## src/rtl/core_axi_io.sv

```systemverilog
// core_axi_io: AXI4-Lite master sequencer for the core's IN/OUT instructions.
// Polls the UART status register until the RX/TX condition holds, then moves
// one datum. Optional poll timeout is enabled by defining IO_TIMEOUT_EN.
module core_axi_io #(
  parameter int unsigned       ADDR_W      = 4,
  parameter int unsigned       DATA_W      = 32,
  parameter int unsigned       IO_BYTES    = 1,
  parameter logic [ADDR_W-1:0] RX_OFFSET   = ADDR_W'(4'h0),
  parameter logic [ADDR_W-1:0] TX_OFFSET   = ADDR_W'(4'h4),
  parameter logic [ADDR_W-1:0] STAT_OFFSET = ADDR_W'(4'h8),
  parameter int unsigned       RX_VLD_BIT  = 0,
  parameter int unsigned       TX_FULL_BIT = 3,
  parameter int unsigned       POLL_LIMIT  = 1024
) (
  input  logic                  CLK,
  input  logic                  RST,
  input  logic                  REQ_VALID,
  output logic                  REQ_READY,
  input  logic                  REQ_WRITE,
  input  logic [8*IO_BYTES-1:0] REQ_WDATA,
  output logic                  BUSY,
  output logic                  RSP_VALID,
  output logic [8*IO_BYTES-1:0] RSP_RDATA,
  output logic [1:0]            RSP_ERR,
  output logic [ADDR_W-1:0]     ARADDR,
  output logic                  ARVALID,
  input  logic                  ARREADY,
  input  logic [DATA_W-1:0]     RDATA,
  input  logic [1:0]            RRESP,
  input  logic                  RVALID,
  output logic                  RREADY,
  output logic [ADDR_W-1:0]     AWADDR,
  output logic                  AWVALID,
  input  logic                  AWREADY,
  output logic [DATA_W-1:0]     WDATA,
  output logic [DATA_W/8-1:0]   WSTRB,
  output logic                  WVALID,
  input  logic                  WREADY,
  input  logic [1:0]            BRESP,
  input  logic                  BVALID,
  output logic                  BREADY
);

  localparam int unsigned IO_W   = 8 * IO_BYTES;
  localparam int unsigned STRB_W = DATA_W / 8;
  localparam logic [STRB_W-1:0] IO_STRB = STRB_W'((1 << IO_BYTES) - 1);

  localparam logic [2:0] IDLE    = 3'd0;
  localparam logic [2:0] ST_AR   = 3'd1;
  localparam logic [2:0] ST_R    = 3'd2;
  localparam logic [2:0] RD_AR   = 3'd3;
  localparam logic [2:0] RD_R    = 3'd4;
  localparam logic [2:0] WR_AW_W = 3'd5;
  localparam logic [2:0] WR_B    = 3'd6;
  localparam logic [2:0] DONE    = 3'd7;

  logic [2:0]          state_q, state_nxt;
  logic                write_q, write_nxt;
  logic [IO_W-1:0]     datum_q, datum_nxt;
  logic                aw_done_q, aw_done_nxt;
  logic                w_done_q, w_done_nxt;

  logic                req_ready_nxt, busy_nxt, rsp_valid_nxt;
  logic [IO_W-1:0]     rsp_rdata_nxt;
  logic [1:0]          rsp_err_nxt;
  logic [ADDR_W-1:0]   araddr_nxt, awaddr_nxt;
  logic                arvalid_nxt, rready_nxt, awvalid_nxt, wvalid_nxt, bready_nxt;
  logic [DATA_W-1:0]   wdata_nxt;
  logic [STRB_W-1:0]   wstrb_nxt;

  logic                unused_sig;

`ifdef IO_TIMEOUT_EN
  logic [15:0]         poll_q, poll_nxt;
  assign unused_sig = ^RDATA;
`else
  assign unused_sig = ^{RDATA, POLL_LIMIT};
`endif

  // Next-state, transfer bookkeeping and next values of all registered outputs
  always_comb begin
    state_nxt     = state_q;
    write_nxt     = write_q;
    datum_nxt     = datum_q;
    aw_done_nxt   = aw_done_q;
    w_done_nxt    = w_done_q;
    rsp_rdata_nxt = RSP_RDATA;
    rsp_err_nxt   = RSP_ERR;
    araddr_nxt    = ARADDR;
    awaddr_nxt    = AWADDR;
    wdata_nxt     = WDATA;
    wstrb_nxt     = WSTRB;
`ifdef IO_TIMEOUT_EN
    poll_nxt      = poll_q;
`endif

    case (state_q)
      IDLE: begin
        if (REQ_VALID && REQ_READY) begin
          write_nxt   = REQ_WRITE;
          datum_nxt   = REQ_WDATA;
          rsp_err_nxt = 2'b00;
`ifdef IO_TIMEOUT_EN
          poll_nxt    = 16'd0;
`endif
          state_nxt   = ST_AR;
        end
      end
      ST_AR: begin
        if (ARVALID && ARREADY) state_nxt = ST_R;
      end
      ST_R: begin
        if (RVALID && RREADY) begin
          if (RRESP != 2'b00) begin
            rsp_err_nxt[0] = 1'b1;
            state_nxt      = DONE;
          end else if (!write_q && RDATA[RX_VLD_BIT]) begin
            state_nxt = RD_AR;
          end else if (write_q && !RDATA[TX_FULL_BIT]) begin
            aw_done_nxt = 1'b0;
            w_done_nxt  = 1'b0;
            awaddr_nxt  = TX_OFFSET;
            wdata_nxt   = DATA_W'(datum_q);
            wstrb_nxt   = IO_STRB;
            state_nxt   = WR_AW_W;
          end else begin
`ifdef IO_TIMEOUT_EN
            // This poll was the last one allowed: give up without moving data
            if (32'(poll_q) + 32'd1 >= POLL_LIMIT) begin
              rsp_err_nxt[1] = 1'b1;
              state_nxt      = DONE;
            end else begin
              poll_nxt  = (poll_q == 16'hFFFF) ? poll_q : poll_q + 16'd1;
              state_nxt = ST_AR;
            end
`else
            state_nxt = ST_AR;
`endif
          end
        end
      end
      RD_AR: begin
        if (ARVALID && ARREADY) state_nxt = RD_R;
      end
      RD_R: begin
        if (RVALID && RREADY) begin
          rsp_rdata_nxt  = RDATA[IO_W-1:0];
          rsp_err_nxt[0] = |RRESP;
          state_nxt      = DONE;
        end
      end
      WR_AW_W: begin
        if (AWVALID && AWREADY) aw_done_nxt = 1'b1;
        if (WVALID && WREADY)   w_done_nxt  = 1'b1;
        if (aw_done_nxt && w_done_nxt) state_nxt = WR_B;
      end
      WR_B: begin
        if (BVALID && BREADY) begin
          rsp_err_nxt[0] = |BRESP;
          state_nxt      = DONE;
        end
      end
      DONE: begin
        state_nxt = IDLE;
      end
      default: begin
        state_nxt = IDLE;
      end
    endcase

    // Channel controls follow the state being entered; addresses hold while VALID
    if (state_nxt == ST_AR)      araddr_nxt = STAT_OFFSET;
    else if (state_nxt == RD_AR) araddr_nxt = RX_OFFSET;

    arvalid_nxt   = (state_nxt == ST_AR) || (state_nxt == RD_AR);
    rready_nxt    = (state_nxt == ST_R) || (state_nxt == RD_R);
    awvalid_nxt   = (state_nxt == WR_AW_W) && !aw_done_nxt;
    wvalid_nxt    = (state_nxt == WR_AW_W) && !w_done_nxt;
    bready_nxt    = (state_nxt == WR_B);
    req_ready_nxt = (state_nxt == IDLE);
    busy_nxt      = (state_nxt != IDLE);
    rsp_valid_nxt = (state_nxt == DONE);
  end

  // State and output registers
  always_ff @(posedge CLK) begin
    if (RST) begin
      state_q   <= IDLE;
      write_q   <= 1'b0;
      datum_q   <= '0;
      aw_done_q <= 1'b0;
      w_done_q  <= 1'b0;
      REQ_READY <= 1'b1;
      BUSY      <= 1'b0;
      RSP_VALID <= 1'b0;
      RSP_RDATA <= '0;
      RSP_ERR   <= 2'b00;
      ARADDR    <= '0;
      ARVALID   <= 1'b0;
      RREADY    <= 1'b0;
      AWADDR    <= '0;
      AWVALID   <= 1'b0;
      WDATA     <= '0;
      WSTRB     <= '0;
      WVALID    <= 1'b0;
      BREADY    <= 1'b0;
`ifdef IO_TIMEOUT_EN
      poll_q    <= 16'd0;
`endif
    end else begin
      state_q   <= state_nxt;
      write_q   <= write_nxt;
      datum_q   <= datum_nxt;
      aw_done_q <= aw_done_nxt;
      w_done_q  <= w_done_nxt;
      REQ_READY <= req_ready_nxt;
      BUSY      <= busy_nxt;
      RSP_VALID <= rsp_valid_nxt;
      RSP_RDATA <= rsp_rdata_nxt;
      RSP_ERR   <= rsp_err_nxt;
      ARADDR    <= araddr_nxt;
      ARVALID   <= arvalid_nxt;
      RREADY    <= rready_nxt;
      AWADDR    <= awaddr_nxt;
      AWVALID   <= awvalid_nxt;
      WDATA     <= wdata_nxt;
      WSTRB     <= wstrb_nxt;
      WVALID    <= wvalid_nxt;
      BREADY    <= bready_nxt;
`ifdef IO_TIMEOUT_EN
      poll_q    <= poll_nxt;
`endif
    end
  end

endmodule

```

## config.mk

```make
export PLATFORM = sky130hd
export DESIGN_NAME = core_axi_io
export DESIGN_NICKNAME = d
export VERILOG_FILES = /design/src/rtl/core_axi_io.sv
export SDC_FILE = /design/constraint.sdc
export NUM_CORES = 1
export LEC_CHECK = 0
export BUFFER_PORTS_ARGS = -buffer_cell sky130_fd_sc_hd__buf_2
export CAP_MARGIN = 20
export CORE_MARGIN = 2
export CORE_UTILIZATION = 25
export CTS_BUF_LIST = sky130_fd_sc_hd__clkbuf_8 sky130_fd_sc_hd__clkbuf_16
export DETAILED_ROUTE_END_ITERATION = 12
export PLACE_DENSITY = 0.57
export SLEW_MARGIN = 20
export SYNTH_ARGS = -nofsm -noshare
export SYNTH_HDL_FRONTEND = slang
export SYNTH_SLANG_ARGS = --single-unit
export TNS_END_PERCENT = 1
```

## constraint.sdc

```tcl
create_clock -name CLK -period 2.5 [get_ports CLK]
set_input_delay 0.5 -clock CLK [delete_from_list [all_inputs] [get_ports CLK]]
set_output_delay 0.5 -clock CLK [all_outputs]
set_load 0.05 [all_outputs]
```

==> flow_summary_export.csv <==
group,metric,value,unit
outcome,status,"finished, final reports clean",
timing,setup_viol,0,
setup_path,end_kind,"register",
global_route,grt_pass1_vias,1451,
pwr,netSwitchingPower,511,uW
timing,final.setup.tns,0,ps
setup_path,crit_required,2740,ps
clock_network,clk_pin_slew,90,ps
setup_path,start_kind,"register",
pwr,p_leak,1.15,nW
timing,final.period_utilization,0.820,
detailed_routing,drc,0,
setup_path,cp.arrival,2290,ps
floorplan,std_cell_rows,32,
setup_path,cp_num_buf_inv,0,
timing,fmax,488,MHz
logic_synthesis,ys_ff_latch,41,
min_path,hp-class,"primary input to register",
timing,slew_headroom,0.554,
logic_synthesis,seq_area_frac_synth,0.417,
timing,min_period,2050,ps
floorplan,dieWidth,92.8,um
global_route,grt_overflow,0,
layout,syn_to_final_growth,17.6,%
logic_synthesis,yosysWarnings,0,
detailed_routing,vias,1499,
clock_network,holdBufCountCts,0,
setup_path,slowest_delay,660,ps
clock_network,clockBufferDepth,2,
run,cap_violations,0,
global_route,antenna_found_initial,0,
clock_network,cts_sinks,41,
timing,rsz0062_at_grt,"no",
floorplan,die_area,8600,um^2
layout,n_antenna_cell,0,
layout,final_nets,317,
pwr,combPwrFrac,0.198,
detailed_routing,avgRoutedWirePerCell,11.6,um
detailed_routing,totalWireLength,4.27,mm
layout,final_util,0.301,
timing,worst_pin_slew,669,ps
layout,fin_cells,367,
timing,slew_viol_final,0,
placement,dpl.hpwl,3.13,mm
placement,numPortBuffers,56,
detailed_routing,detail-route-antenna-nets,0,
clock_network,cts_resized,0,
placement,dp_cells,359,
setup_path,crit_family,"simple AND/OR/NAND/NOR gates",
timing,hold_viol_final,0,
global_route,grt_first_pass_wirelength,6.92,mm
placement,place_congestion,0.782,
setup_path,crit_type,"register to register",
clock_network,numCtsBuffers,5,
setup_path,cp_slowest_cell,"dfxtp_1",
global_route,grt_max_degree,37,
clock_network,root_buffer,"clkbuf_8",
detailed_routing,drt_iter0_drc,50,
clock_network,post-cts-setup-buffers,0,
logic_synthesis,postSynthCellCount,211,
timing,fin_worst_skew,9.73,ps
pwr,swShare,0.326,
logic_synthesis,syn_avg_cell_area,9.33,um^2
floorplan,die_y,92.8,um
layout,drive_above_1_share,0.268,
logic_synthesis,synth_area,1970,um^2
setup_path,crit_chain,"nor2b_1, o21ai_0, o32a_1, or4b_1, nand2_1",
setup_path,crit_path_max_fanout,18,
pwr,p_per_area,677,nW/um^2
pwr,seqPwrFrac,0.452,
pwr,pwr-share-clk,0.350,
floorplan,io_pins,115,
pwr,internal-power,1.06,mW
global_route,grt_use_total,0.102,
detailed_routing,firstDrtPassIters,4,
clock_network,htreeDepth,2,
detailed_routing,drt-vias-per-instance,4.08,
logic_synthesis,ys_types,41,
floorplan,fp.coreArea,7690,um^2
floorplan,start_util,0.256,
pwr,vdd_drop_max,312,uV
clock_network,cts_tree,"done",
clock_network,insertion_delay,290,ps
-- logic make-up (layout without fill, tap and decap cells) --
logic type                count (synthesis)  in the layout  share of synthesized area
xor gates and xnor gates                  1              1                    0.00445
and+or+nand+nor                          72             72                      0.191
muxes                                    25             25                      0.127
other                                     1             34                    0.00190
DFF                                      41             41                      0.417
AOI/OAI and AO/OA                        22             22                     0.0883
buffers and inverters                    49             70                      0.171
-- state kept, by name (all words and copies together) (netlist names), 3 cells and up --
register	count
state_q	3
RSP_RDATA	8
datum_q	8
WDATA	8
-- per-stage QoR --
step | cell area [um^2] | setup WS [ps] | hold slack, ps | total power [mW]
global placement | 2200 | 424 | 449 | 1.03
CTS | 2320 | 475 | 424 | 1.59
finish | 2320 | 450 | 431 | 1.57
global route | 2320 | 273 | 434 | 1.64
floorplan | 2090 | 544 | 460 | 1.01
detailed placement | 2200 | 422 | 461 | 1.04
-- per-layer routing --
metal,up-vias,share of wire,global-route usage
li1,758,-,-
met1,674,0.44,0.124
met2,63,0.47,0.172
met3,4,0.087,0.0350
met4,0,0.0087,0.0319
met5,-,0,0
-- power by group through the flow --
| stage | clock network [mW] | logic (mW) | registers, mW |
|---|---|---|---|
| final | 0.549 | 0.310 | 0.708 |
| after global routing | 0.589 | 0.334 | 0.714 |
| after CTS | 0.568 | 0.313 | 0.709 |
| after detailed placement | 0 | 0.312 | 0.724 |
| after global placement | 0 | 0.310 | 0.723 |
| after floorplan | 0 | 0.251 | 0.761 |
-- layout by cell type (no fill, tap or decap), types with 2 or more instances in the layout --
cell	n
buf_2	56
dfxtp_1	41
conb_1	34
nor2_1	33
mux2i_1	25
nand2_1	7
nor3_1	5
nor2b_1	5
clkbuf_8	5
a21oi_1	4
o21a_1	4
inv_1	4
o21ai_0	3
nand3b_1	3
buf_4	3
and2_1	2
nand4b_1	2
or2_1	2
o32a_1	2
a211oi_1	2
-- Yosys cell counts --
library cell   n  area, um^2
nor2_1        33         124
nand2b_1       1        6.26
a31oi_1        1        6.26
nor3b_2        1        12.5
nor4_1         2        12.5
mux2i_1       25         250
buf_4         35         263
conb_1         1        3.75
and2_1         2        12.5
inv_1          3        11.3
dfxtp_1       41         821
a22oi_1        1        7.51
xnor2_1        1        8.76
nor2b_1        5        31.3
buf_6          2        22.5
and4_1         1        8.76
clkbuf_1       4        15.0
nor3_1         5        25.0
nand4b_1       2        17.5
nand4_1        1        6.26
a311oi_4       1        26.3
nand2_1        7        26.3
o32a_1         2        20.0
a21boi_0       1        7.51
nand3_2        1        10.0
o21ai_0        3        15.0
a21oi_1        4        20.0
or4b_1         1        10.0
and3b_1        1        8.76
a211oi_1       2        15.0
nor3b_1        1        7.51
a2111oi_0      1        8.76
nand3b_1       3        22.5
and3_1         1        6.26
a311oi_1       1        8.76
o32ai_1        1        8.76
or2_1          2        12.5
buf_2          5        25.0
and3b_2        1        10.0
nand3_1        1        5.00
o21a_1         4        30.0
-- final timing paths --
check | start | endpoint | slack, ps | cells past startpoint
setup / recovery | state_q[2] | ARADDR[3] | 450 | 5
hold / removal | RDATA[5] | RSP_RDATA[5] | 430 | 3
setup reg to reg | state_q[2] | ARADDR[3] | 450 | 5
hold reg to reg | AWADDR[2] | AWADDR[2] | 470 | 2
-- cell type report --
type	instances	area [um^2]
fill	839	5370
tap	102	128
clock buffer	5	68.8
timing repair buffer	59	303
sequential	41	821
clock inverter	3	42.5
inverter	3	11.3
multi-input combinational	154	942
-- worst register-to-register path, delay by kind of cell (launching register included) --
kind	cells	cell delay, ps
and+or+nand+nor	3	950
DFF	1	660
AOI/OAI and AO/OA	2	390
No activity file was read; power rests on OpenSTA's default activity.
